<file path="src/rtl/sram_bus_pkg.sv">
// Shared SRAM-like bus definitions: size encodings, lock states and a width helper.
package sram_bus_pkg;

  localparam int unsigned SRAM_SIZE_W = 2;

  typedef enum logic [1:0] {
    SZ_BYTE = 2'd0,
    SZ_HALF = 2'd1,
    SZ_WORD = 2'd2
  } sram_size_e;

  typedef enum logic {
    LOCK_FREE = 1'b0,
    LOCK_HELD = 1'b1
  } lock_state_e;

  // Index width that never collapses to zero bits for single-entry ranges.
  function automatic int unsigned clog2_safe(input int unsigned value);
    return (value <= 1) ? 1 : $clog2(value);
  endfunction

endpackage

</file>
<file path="src/rtl/sram_bridge_nx1_if.sv">
// Bundle of the N upstream SRAM-like request ports and the single downstream port.
interface sram_bridge_nx1_if
  import sram_bus_pkg::*;
#(
  parameter int unsigned NUM_MASTERS = 3,
  parameter int unsigned ADDR_W      = 32,
  parameter int unsigned DATA_W      = 32
);

  logic [NUM_MASTERS-1:0]             m_req;
  logic [NUM_MASTERS-1:0]             m_wr;
  logic [SRAM_SIZE_W*NUM_MASTERS-1:0] m_size;
  logic [ADDR_W*NUM_MASTERS-1:0]      m_addr;
  logic [DATA_W*NUM_MASTERS-1:0]      m_wdata;
  logic [NUM_MASTERS-1:0]             m_addr_ok;
  logic [NUM_MASTERS-1:0]             m_data_ok;
  logic [DATA_W-1:0]                  m_rdata;

  logic                               s_req;
  logic                               s_wr;
  logic [SRAM_SIZE_W-1:0]             s_size;
  logic [ADDR_W-1:0]                  s_addr;
  logic [DATA_W-1:0]                  s_wdata;
  logic [DATA_W-1:0]                  s_rdata;
  logic                               s_addr_ok;
  logic                               s_data_ok;

  // Bridge side: consumes upstream requests, drives the downstream port.
  modport slave (
    input  m_req, m_wr, m_size, m_addr, m_wdata,
    output m_addr_ok, m_data_ok, m_rdata,
    output s_req, s_wr, s_size, s_addr, s_wdata,
    input  s_rdata, s_addr_ok, s_data_ok
  );

  // Environment side: upstream masters plus the downstream memory.
  modport master (
    output m_req, m_wr, m_size, m_addr, m_wdata,
    input  m_addr_ok, m_data_ok, m_rdata,
    input  s_req, s_wr, s_size, s_addr, s_wdata,
    output s_rdata, s_addr_ok, s_data_ok
  );

endinterface

</file>
<file path="src/rtl/sram_bridge_nx1_id_fifo.sv">
// Circular FIFO with wrap-bit pointers; holds master indices of in-flight requests.
module id_fifo
  import sram_bus_pkg::*;
#(
  parameter int unsigned WIDTH = 2,
  parameter int unsigned DEPTH = 4
) (
  input  logic                        clk,
  input  logic                        rst_n,
  input  logic                        push,
  input  logic [WIDTH-1:0]            push_data,
  input  logic                        pop,
  output logic [WIDTH-1:0]            head,
  output logic                        full,
  output logic                        empty,
  output logic [clog2_safe(DEPTH):0]  count
);

  localparam int unsigned AW = clog2_safe(DEPTH);

  logic [WIDTH-1:0] mem [DEPTH];
  logic [AW:0]      wptr;
  logic [AW:0]      rptr;

  always_ff @(posedge clk or negedge rst_n) begin
    if (!rst_n) begin
      wptr <= '0;
      rptr <= '0;
    end else begin
      if (push) wptr <= wptr + (AW+1)'(1);
      if (pop)  rptr <= rptr + (AW+1)'(1);
    end
  end

  // Storage needs no reset: entries are only read between push and pop.
  always_ff @(posedge clk) begin
    if (push) mem[wptr[AW-1:0]] <= push_data;
  end

  assign head  = mem[rptr[AW-1:0]];
  assign full  = (wptr[AW-1:0] == rptr[AW-1:0]) && (wptr[AW] != rptr[AW]);
  assign empty = (wptr == rptr);
  assign count = wptr - rptr;

endmodule

</file>
<file path="src/rtl/sram_bridge_nx1.sv">
// N-to-1 SRAM-like bridge: round-robin arbitration with grant lock, in-order
// response routing through an ID FIFO allowing several outstanding requests.
module sram_bridge_nx1
  import sram_bus_pkg::*;
#(
  parameter int unsigned NUM_MASTERS     = 3,
  parameter int unsigned ADDR_W          = 32,
  parameter int unsigned DATA_W          = 32,
  parameter int unsigned MAX_OUTSTANDING = 4
) (
  input  logic                                 aclk,
  input  logic                                 aresetn,
  sram_bridge_nx1_if.slave                     bus,
  output logic [$clog2(MAX_OUTSTANDING+1)-1:0] outstanding,
  output logic                                 protocol_err
);

  localparam int unsigned IDX_W = clog2_safe(NUM_MASTERS);

  lock_state_e            state;
  lock_state_e            state_nxt;
  logic [IDX_W-1:0]       lock_idx;
  logic [IDX_W-1:0]       lock_idx_nxt;
  logic [IDX_W-1:0]       rr_ptr;
  logic [IDX_W-1:0]       rr_ptr_nxt;
  logic                   err_nxt;

  logic [IDX_W-1:0]       rr_pick;
  logic [IDX_W-1:0]       cand;
  logic                   found;
  logic [IDX_W-1:0]       sel;

  logic [ADDR_W-1:0]      addr_arr  [NUM_MASTERS];
  logic [DATA_W-1:0]      wdata_arr [NUM_MASTERS];
  logic [SRAM_SIZE_W-1:0] size_arr  [NUM_MASTERS];

  logic                   fifo_full;
  logic                   fifo_empty;
  logic [IDX_W-1:0]       fifo_head;
  logic                   fifo_block;
  logic                   pop;
  logic                   accept;

  always_comb begin
    for (int unsigned i = 0; i < NUM_MASTERS; i++) begin
      addr_arr[i]  = bus.m_addr[i*ADDR_W +: ADDR_W];
      wdata_arr[i] = bus.m_wdata[i*DATA_W +: DATA_W];
      size_arr[i]  = bus.m_size[i*SRAM_SIZE_W +: SRAM_SIZE_W];
    end
  end

  // First requesting master at or after rr_ptr, wrapping; rr_ptr if none.
  always_comb begin
    rr_pick = rr_ptr;
    cand    = '0;
    found   = 1'b0;
    for (int unsigned i = 0; i < NUM_MASTERS; i++) begin
      cand = IDX_W'((32'(rr_ptr) + i) % NUM_MASTERS);
      if (!found && bus.m_req[cand]) begin
        found   = 1'b1;
        rr_pick = cand;
      end
    end
  end

  assign sel = (state == LOCK_HELD) ? lock_idx : rr_pick;

  assign pop        = bus.s_data_ok & ~fifo_empty;
  assign fifo_block = fifo_full & ~pop;
  // Gated by reset so no downstream request escapes while the bridge is held in reset.
  assign bus.s_req  = bus.m_req[sel] & ~fifo_block & aresetn;
  assign accept     = bus.s_req & bus.s_addr_ok;

  assign bus.s_wr    = bus.m_wr[sel];
  assign bus.s_size  = size_arr[sel];
  assign bus.s_addr  = addr_arr[sel];
  assign bus.s_wdata = wdata_arr[sel];
  assign bus.m_rdata = bus.s_rdata;

  always_comb begin
    bus.m_addr_ok = '0;
    bus.m_data_ok = '0;
    for (int unsigned i = 0; i < NUM_MASTERS; i++) begin
      bus.m_addr_ok[i] = accept && (sel == IDX_W'(i));
      bus.m_data_ok[i] = pop && (fifo_head == IDX_W'(i));
    end
  end

  always_comb begin
    state_nxt    = state;
    lock_idx_nxt = lock_idx;
    rr_ptr_nxt   = rr_ptr;
    err_nxt      = protocol_err;

    if (bus.s_data_ok && fifo_empty) err_nxt = 1'b1;

    if (accept) begin
      rr_ptr_nxt = (sel == IDX_W'(NUM_MASTERS-1)) ? '0 : sel + IDX_W'(1);
    end

    unique case (state)
      LOCK_FREE: begin
        if (bus.s_req && !bus.s_addr_ok) begin
          state_nxt    = LOCK_HELD;
          lock_idx_nxt = sel;
        end
      end
      LOCK_HELD: begin
        // A locked master withdrawing its request breaks the SRAM-like handshake.
        if (!bus.m_req[lock_idx]) begin
          state_nxt = LOCK_FREE;
          err_nxt   = 1'b1;
        end else if (accept) begin
          state_nxt = LOCK_FREE;
        end
      end
      default: state_nxt = LOCK_FREE;
    endcase
  end

  always_ff @(posedge aclk or negedge aresetn) begin
    if (!aresetn) begin
      state        <= LOCK_FREE;
      lock_idx     <= '0;
      rr_ptr       <= '0;
      protocol_err <= 1'b0;
    end else begin
      state        <= state_nxt;
      lock_idx     <= lock_idx_nxt;
      rr_ptr       <= rr_ptr_nxt;
      protocol_err <= err_nxt;
    end
  end

  id_fifo #(
    .WIDTH (IDX_W),
    .DEPTH (MAX_OUTSTANDING)
  ) u_id_fifo (
    .clk       (aclk),
    .rst_n     (aresetn),
    .push      (accept),
    .push_data (sel),
    .pop       (pop),
    .head      (fifo_head),
    .full      (fifo_full),
    .empty     (fifo_empty),
    .count     (outstanding)
  );

endmodule

</file>
<file path="src/flat_wrapper.sv">
// flat-port wrapper written by rule: the top's interface ports become plain ports
module sram_bridge_nx1_flat import sram_bus_pkg::*;
#(
  parameter int unsigned NUM_MASTERS     = 3,
  parameter int unsigned ADDR_W          = 32,
  parameter int unsigned DATA_W          = 32,
  parameter int unsigned MAX_OUTSTANDING = 4
)
  (aclk, aresetn, outstanding, protocol_err, bus_m_req, bus_m_wr, bus_m_size, bus_m_addr, bus_m_wdata, bus_m_addr_ok, bus_m_data_ok, bus_m_rdata, bus_s_req, bus_s_wr, bus_s_size, bus_s_addr, bus_s_wdata, bus_s_rdata, bus_s_addr_ok, bus_s_data_ok);
  sram_bridge_nx1_if #(.NUM_MASTERS(NUM_MASTERS), .ADDR_W(ADDR_W), .DATA_W(DATA_W)) bus_i ();
  input  logic aclk;
  input  logic aresetn;
  output logic [$clog2(MAX_OUTSTANDING+1)-1:0] outstanding;
  output logic protocol_err;
  input wire logic [$bits(bus_i.m_req)-1:0] bus_m_req;
  input wire logic [$bits(bus_i.m_wr)-1:0] bus_m_wr;
  input wire logic [$bits(bus_i.m_size)-1:0] bus_m_size;
  input wire logic [$bits(bus_i.m_addr)-1:0] bus_m_addr;
  input wire logic [$bits(bus_i.m_wdata)-1:0] bus_m_wdata;
  output wire logic [$bits(bus_i.m_addr_ok)-1:0] bus_m_addr_ok;
  output wire logic [$bits(bus_i.m_data_ok)-1:0] bus_m_data_ok;
  output wire logic [$bits(bus_i.m_rdata)-1:0] bus_m_rdata;
  output wire logic [$bits(bus_i.s_req)-1:0] bus_s_req;
  output wire logic [$bits(bus_i.s_wr)-1:0] bus_s_wr;
  output wire logic [$bits(bus_i.s_size)-1:0] bus_s_size;
  output wire logic [$bits(bus_i.s_addr)-1:0] bus_s_addr;
  output wire logic [$bits(bus_i.s_wdata)-1:0] bus_s_wdata;
  input wire logic [$bits(bus_i.s_rdata)-1:0] bus_s_rdata;
  input wire logic [$bits(bus_i.s_addr_ok)-1:0] bus_s_addr_ok;
  input wire logic [$bits(bus_i.s_data_ok)-1:0] bus_s_data_ok;
  assign bus_i.m_req = bus_m_req;
  assign bus_i.m_wr = bus_m_wr;
  assign bus_i.m_size = bus_m_size;
  assign bus_i.m_addr = bus_m_addr;
  assign bus_i.m_wdata = bus_m_wdata;
  assign bus_m_addr_ok = bus_i.m_addr_ok;
  assign bus_m_data_ok = bus_i.m_data_ok;
  assign bus_m_rdata = bus_i.m_rdata;
  assign bus_s_req = bus_i.s_req;
  assign bus_s_wr = bus_i.s_wr;
  assign bus_s_size = bus_i.s_size;
  assign bus_s_addr = bus_i.s_addr;
  assign bus_s_wdata = bus_i.s_wdata;
  assign bus_i.s_rdata = bus_s_rdata;
  assign bus_i.s_addr_ok = bus_s_addr_ok;
  assign bus_i.s_data_ok = bus_s_data_ok;
  sram_bridge_nx1 #(.NUM_MASTERS(NUM_MASTERS), .ADDR_W(ADDR_W), .DATA_W(DATA_W), .MAX_OUTSTANDING(MAX_OUTSTANDING)) u_core (.aclk(aclk), .aresetn(aresetn), .bus(bus_i), .outstanding(outstanding), .protocol_err(protocol_err));
endmodule
</file>
<file path="config.mk">
export PLATFORM = sky130hd
export DESIGN_NAME = sram_bridge_nx1_flat
export DESIGN_NICKNAME = d
export VERILOG_FILES = /design/src/rtl/sram_bus_pkg.sv /design/src/rtl/sram_bridge_nx1_if.sv /design/src/rtl/sram_bridge_nx1_id_fifo.sv /design/src/rtl/sram_bridge_nx1.sv /design/src/flat_wrapper.sv
export SDC_FILE = /design/constraint.sdc
export NUM_CORES = 1
export LEC_CHECK = 0
export CORE_AREA = 2 2 136 138
export DETAILED_ROUTE_END_ITERATION = 8
export DIE_AREA = 0 0 138 140
export PLACE_DENSITY = 0.58
export SYNTH_ARGS = -nofsm -noshare
export SYNTH_HDL_FRONTEND = slang
export SYNTH_HIERARCHICAL = 1
export SYNTH_SLANG_ARGS = --single-unit
</file>
<file path="constraint.sdc">
create_clock -name aclk -period 3.71 [get_ports aclk]
set_input_delay 0.742 -clock aclk [delete_from_list [all_inputs] [get_ports aclk]]
set_output_delay 0.742 -clock aclk [all_outputs]
set_load 0.1 [all_outputs]
</file>
==> impl_metrics.py <==
metrics = {
    "status": {
        "status": "completed",
    },
    "floorplanning": {
        "io_pins": 350,
        "die_y_um": 140,
        "dieArea_um2": 19320,
        "rows": 49,
        "start_util_pct": 17.78,
        "die_w_um": 138,
        "core_um2": 17780,
    },
    "worst_hold_path": {
        "worstHoldPathType": "reg2reg",
    },
    "timing": {
        "fin_skew_ps": 1.972,
        "period_needed_ps": 3709,
        "hold_viol_final": 0,
        "finalSetupViolCount": 0,
        "max_freq_mhz": 269.6,
        "slew_viol_final": 0,
        "tightestPinTransition_ps": 963.9,
        "grt_setup_unrepaired": "yes",
        "post-route-period-util_pct": 99.97,
        "slew_headroom_pct": 35.54,
    },
    "clocking": {
        "cts_buffers": 3,
        "clkSinkCount": 20,
        "tritoncts": "built",
        "cts.htree.levels": 1,
        "clk_pin_slew_ps": 50,
        "clock_path_buffers": 2,
        "cts-hold-fix-buffers": 0,
        "clock_latency_ps": 250,
        "cts_root_buf": "clkbuf_16",
    },
    "worst_setup_path": {
        "path_max_fanout": 13,
        "path_common_cell": "buf_12",
        "cp_data_required_time_ps": 2970,
        "critPathMaxStageDelay_ps": 460,
        "slowest_stage": "dfrtp_2",
        "path_class": "reg2out",
        "end_kind": "output pin",
        "startpoint_type": "flop",
        "critPathArrivalTime_ps": 2970,
        "path_cells": "ha_4, mux2_4, a311o_2, a21oi_4, buf_12, buf_12, mux2i_2, buf_4, o2bb2ai_4, buf_12",
    },
    "grt": {
        "grtUsageTotal_pct": 16.42,
        "antenna_found_initial": 0,
        "grt_max_degree": 51,
        "grt_pass1_vias": 4455,
        "grt_pass1_wl_mm": 25.57,
        "grt-ovfl-total": 0,
    },
    "routing": {
        "drt_iter0_drc": 181,
        "dr.pass1.iters": 4,
        "route.detailed.drc": 0,
        "routed_via_density": 4.534,
        "wirelength_mm": 17.18,
        "ant_nets": 0,
        "post_drt_wl_per_cell_um": 19.90,
        "vias": 3913,
    },
    "synthesis": {
        "syn_nets": 595,
        "ys_ff_latch": 20,
        "synthCells": 343,
        "syn_avg_cell_area_um2": 9.218,
        "yosysSeqAreaShare_pct": 17.10,
        "synth_area_um2": 3162,
        "yosysWarnings": 6,
        "async_reset_ff_share_pct": 60.00,
        "synth.distinct_cells": 51,
        "synth_edf_count": 8,
        "synthFlopType": "dfrtp_1",
    },
    "finish": {
        "layout_commonest_cell": "clkdlybuf4s50_1",
        "drive_above_1_share_pct": 43.69,
        "n_antenna_cell": 0,
        "nNetsFinal": 887,
        "multi_input_area_um2": 3700,
        "num-fill-cells": 1499,
        "layout_common_cells": "clkdlybuf4s50_1 (205), buf_12 (86), o2bb2ai_4 (66)",
        "seq_area_um2": 541.8,
        "final_area_um2": 8985,
        "areaGrowthSynthToFinish_pct": 184.2,
    },
    "placed_design": {
        "gp_congestion": 0.8941,
        "io_buffers": 285,
        "place_area_um2": 8344,
        "hpwlAfterDp_mm": 14.29,
    },
    "run": {
        "max_cap_violations": 0,
    },
}
-- metal layers --
metal | vias up | wire (µm) | track usage, % | part of all wire [%]
met2 | 190 | 9516 | 32.20 | 55
met3 | 16 | 1127 | 3.316 | 6.6
met4 | 0 | 183 | 1.987 | 1.1
met1 | 1859 | 6349 | 18.76 | 37
met5 | - | 0 | 0 | 0
li1 | 1848 | - | - | -
-- logic make-up (layout without fill, tap and decap cells) --
| kind of cell | count (synthesis) | count (layout) | share of synthesized area [%] |
|---|---|---|---|
| AOI/OAI and AO/OA | 102 | 102 | 26.87 |
| muxes | 76 | 76 | 25.29 |
| buffers and inverters | 76 | 367 | 15.31 |
| and+or+nand+nor | 51 | 51 | 8.785 |
| DFF | 20 | 20 | 17.10 |
| adders and majority gates | 12 | 12 | 4.986 |
| xor gates and xnor gates | 6 | 6 | 1.662 |
-- what timing repair did --
action	4_1_cts	5_1_grt
setup endpoints to repair	71	70
resized for setup	34	68
setup buffers	11	0
pin swaps	4	4
gates cloned	2	3
-- stage by stage --
stage | std cells | setup slack (ps) | hold slack, ps | setup TNS, ps | util (%)
finish | 863 | 1.291 | 476.8 | 0 | 50.53
global route | 863 | -64.91 | 504.9 | -2634 | 50.53
CTS | 864 | -10.37 | 485.1 | -54.91 | 48.80
detailed placement | 847 | -402.6 | 469.8 | -23430 | 46.93
floorplan | 343 | -343.4 | 446.4 | -1489 | -
global placement | 847 | -389.8 | 465.7 | -20450 | 46.93
-- area by class of cell --
cell class / instances / share of cell area (%)
Clock inverter: 1 / 0.04178
Tap cell: 229 / 3.189
Clock buffer: 3 / 0.8355
Inverter: 14 / 0.6127
Multi-Input combinational cell: 247 / 41.18
Sequential cell: 20 / 6.030
Timing Repair Buffer: 349 / 48.11
-- worst max-delay path, delay by kind of cell (launching register included) --
kind | cells | cell delay [ps]
AOI/OAI and AO/OA | 3 | 680
adders and majority gates | 1 | 330
buffers and inverters | 4 | 670
DFF | 1 | 460
muxes | 2 | 550
-- Yosys cell counts, drive strengths merged, types with 2 or more instances --
master | count | area share, %
o21ai | 7 | 1.2
xnor2 | 2 | 0.55
nand2b | 4 | 0.79
xor2 | 4 | 1.1
o21a | 2 | 0.47
ha | 11 | 4.4
nor2b | 6 | 1.3
inv | 14 | 1.7
a31oi | 2 | 0.40
nor3 | 3 | 0.47
nor3b | 4 | 0.95
a21oi | 7 | 1.5
mux4 | 2 | 1.7
a32o | 2 | 0.63
nor2 | 7 | 0.83
o2bb2ai | 67 | 19
and3 | 3 | 0.59
and2 | 6 | 1.2
nand2 | 14 | 1.7
nand3b | 2 | 0.47
clkbuf | 8 | 0.95
mux2i | 72 | 23
dfrtp | 12 | 9.5
mux2 | 2 | 0.83
edfxtp | 8 | 7.6
buf | 54 | 13
-- state kept, by name (all words and copies together) (netlist names) --
name	flops
u_core/rr_ptr	2
u_core/protocol_err	1
u_core/lock_idx	2
u_core/u_id_fifo/rptr	3
u_core/u_id_fifo/mem	8
u_core/state	1
u_core/u_id_fifo/wptr	3
-- path summary, 6_finish.rpt --
kind | start | end | slack, ps | depth (start not counted)
worst max-delay path | u_core/rr_ptr[1] | bus_s_wdata[22] | 1 | 10
worst min-delay path | u_core/protocol_err | u_core/protocol_err | 480 | 2
worst max register to register | u_core/rr_ptr[1] | u_core/u_id_fifo/mem[3][0] | 720 | 9
worst min register to register | u_core/protocol_err | u_core/protocol_err | 480 | 2
max in group asynchronous | aresetn | u_core/rr_ptr[1] | 2700 | 2
min in group asynchronous | aresetn | u_core/u_id_fifo/rptr[1] | 830 | 2
Power is not shown: default switching activity piles up to over one toggle a cycle in this logic, so the estimate is an artifact.
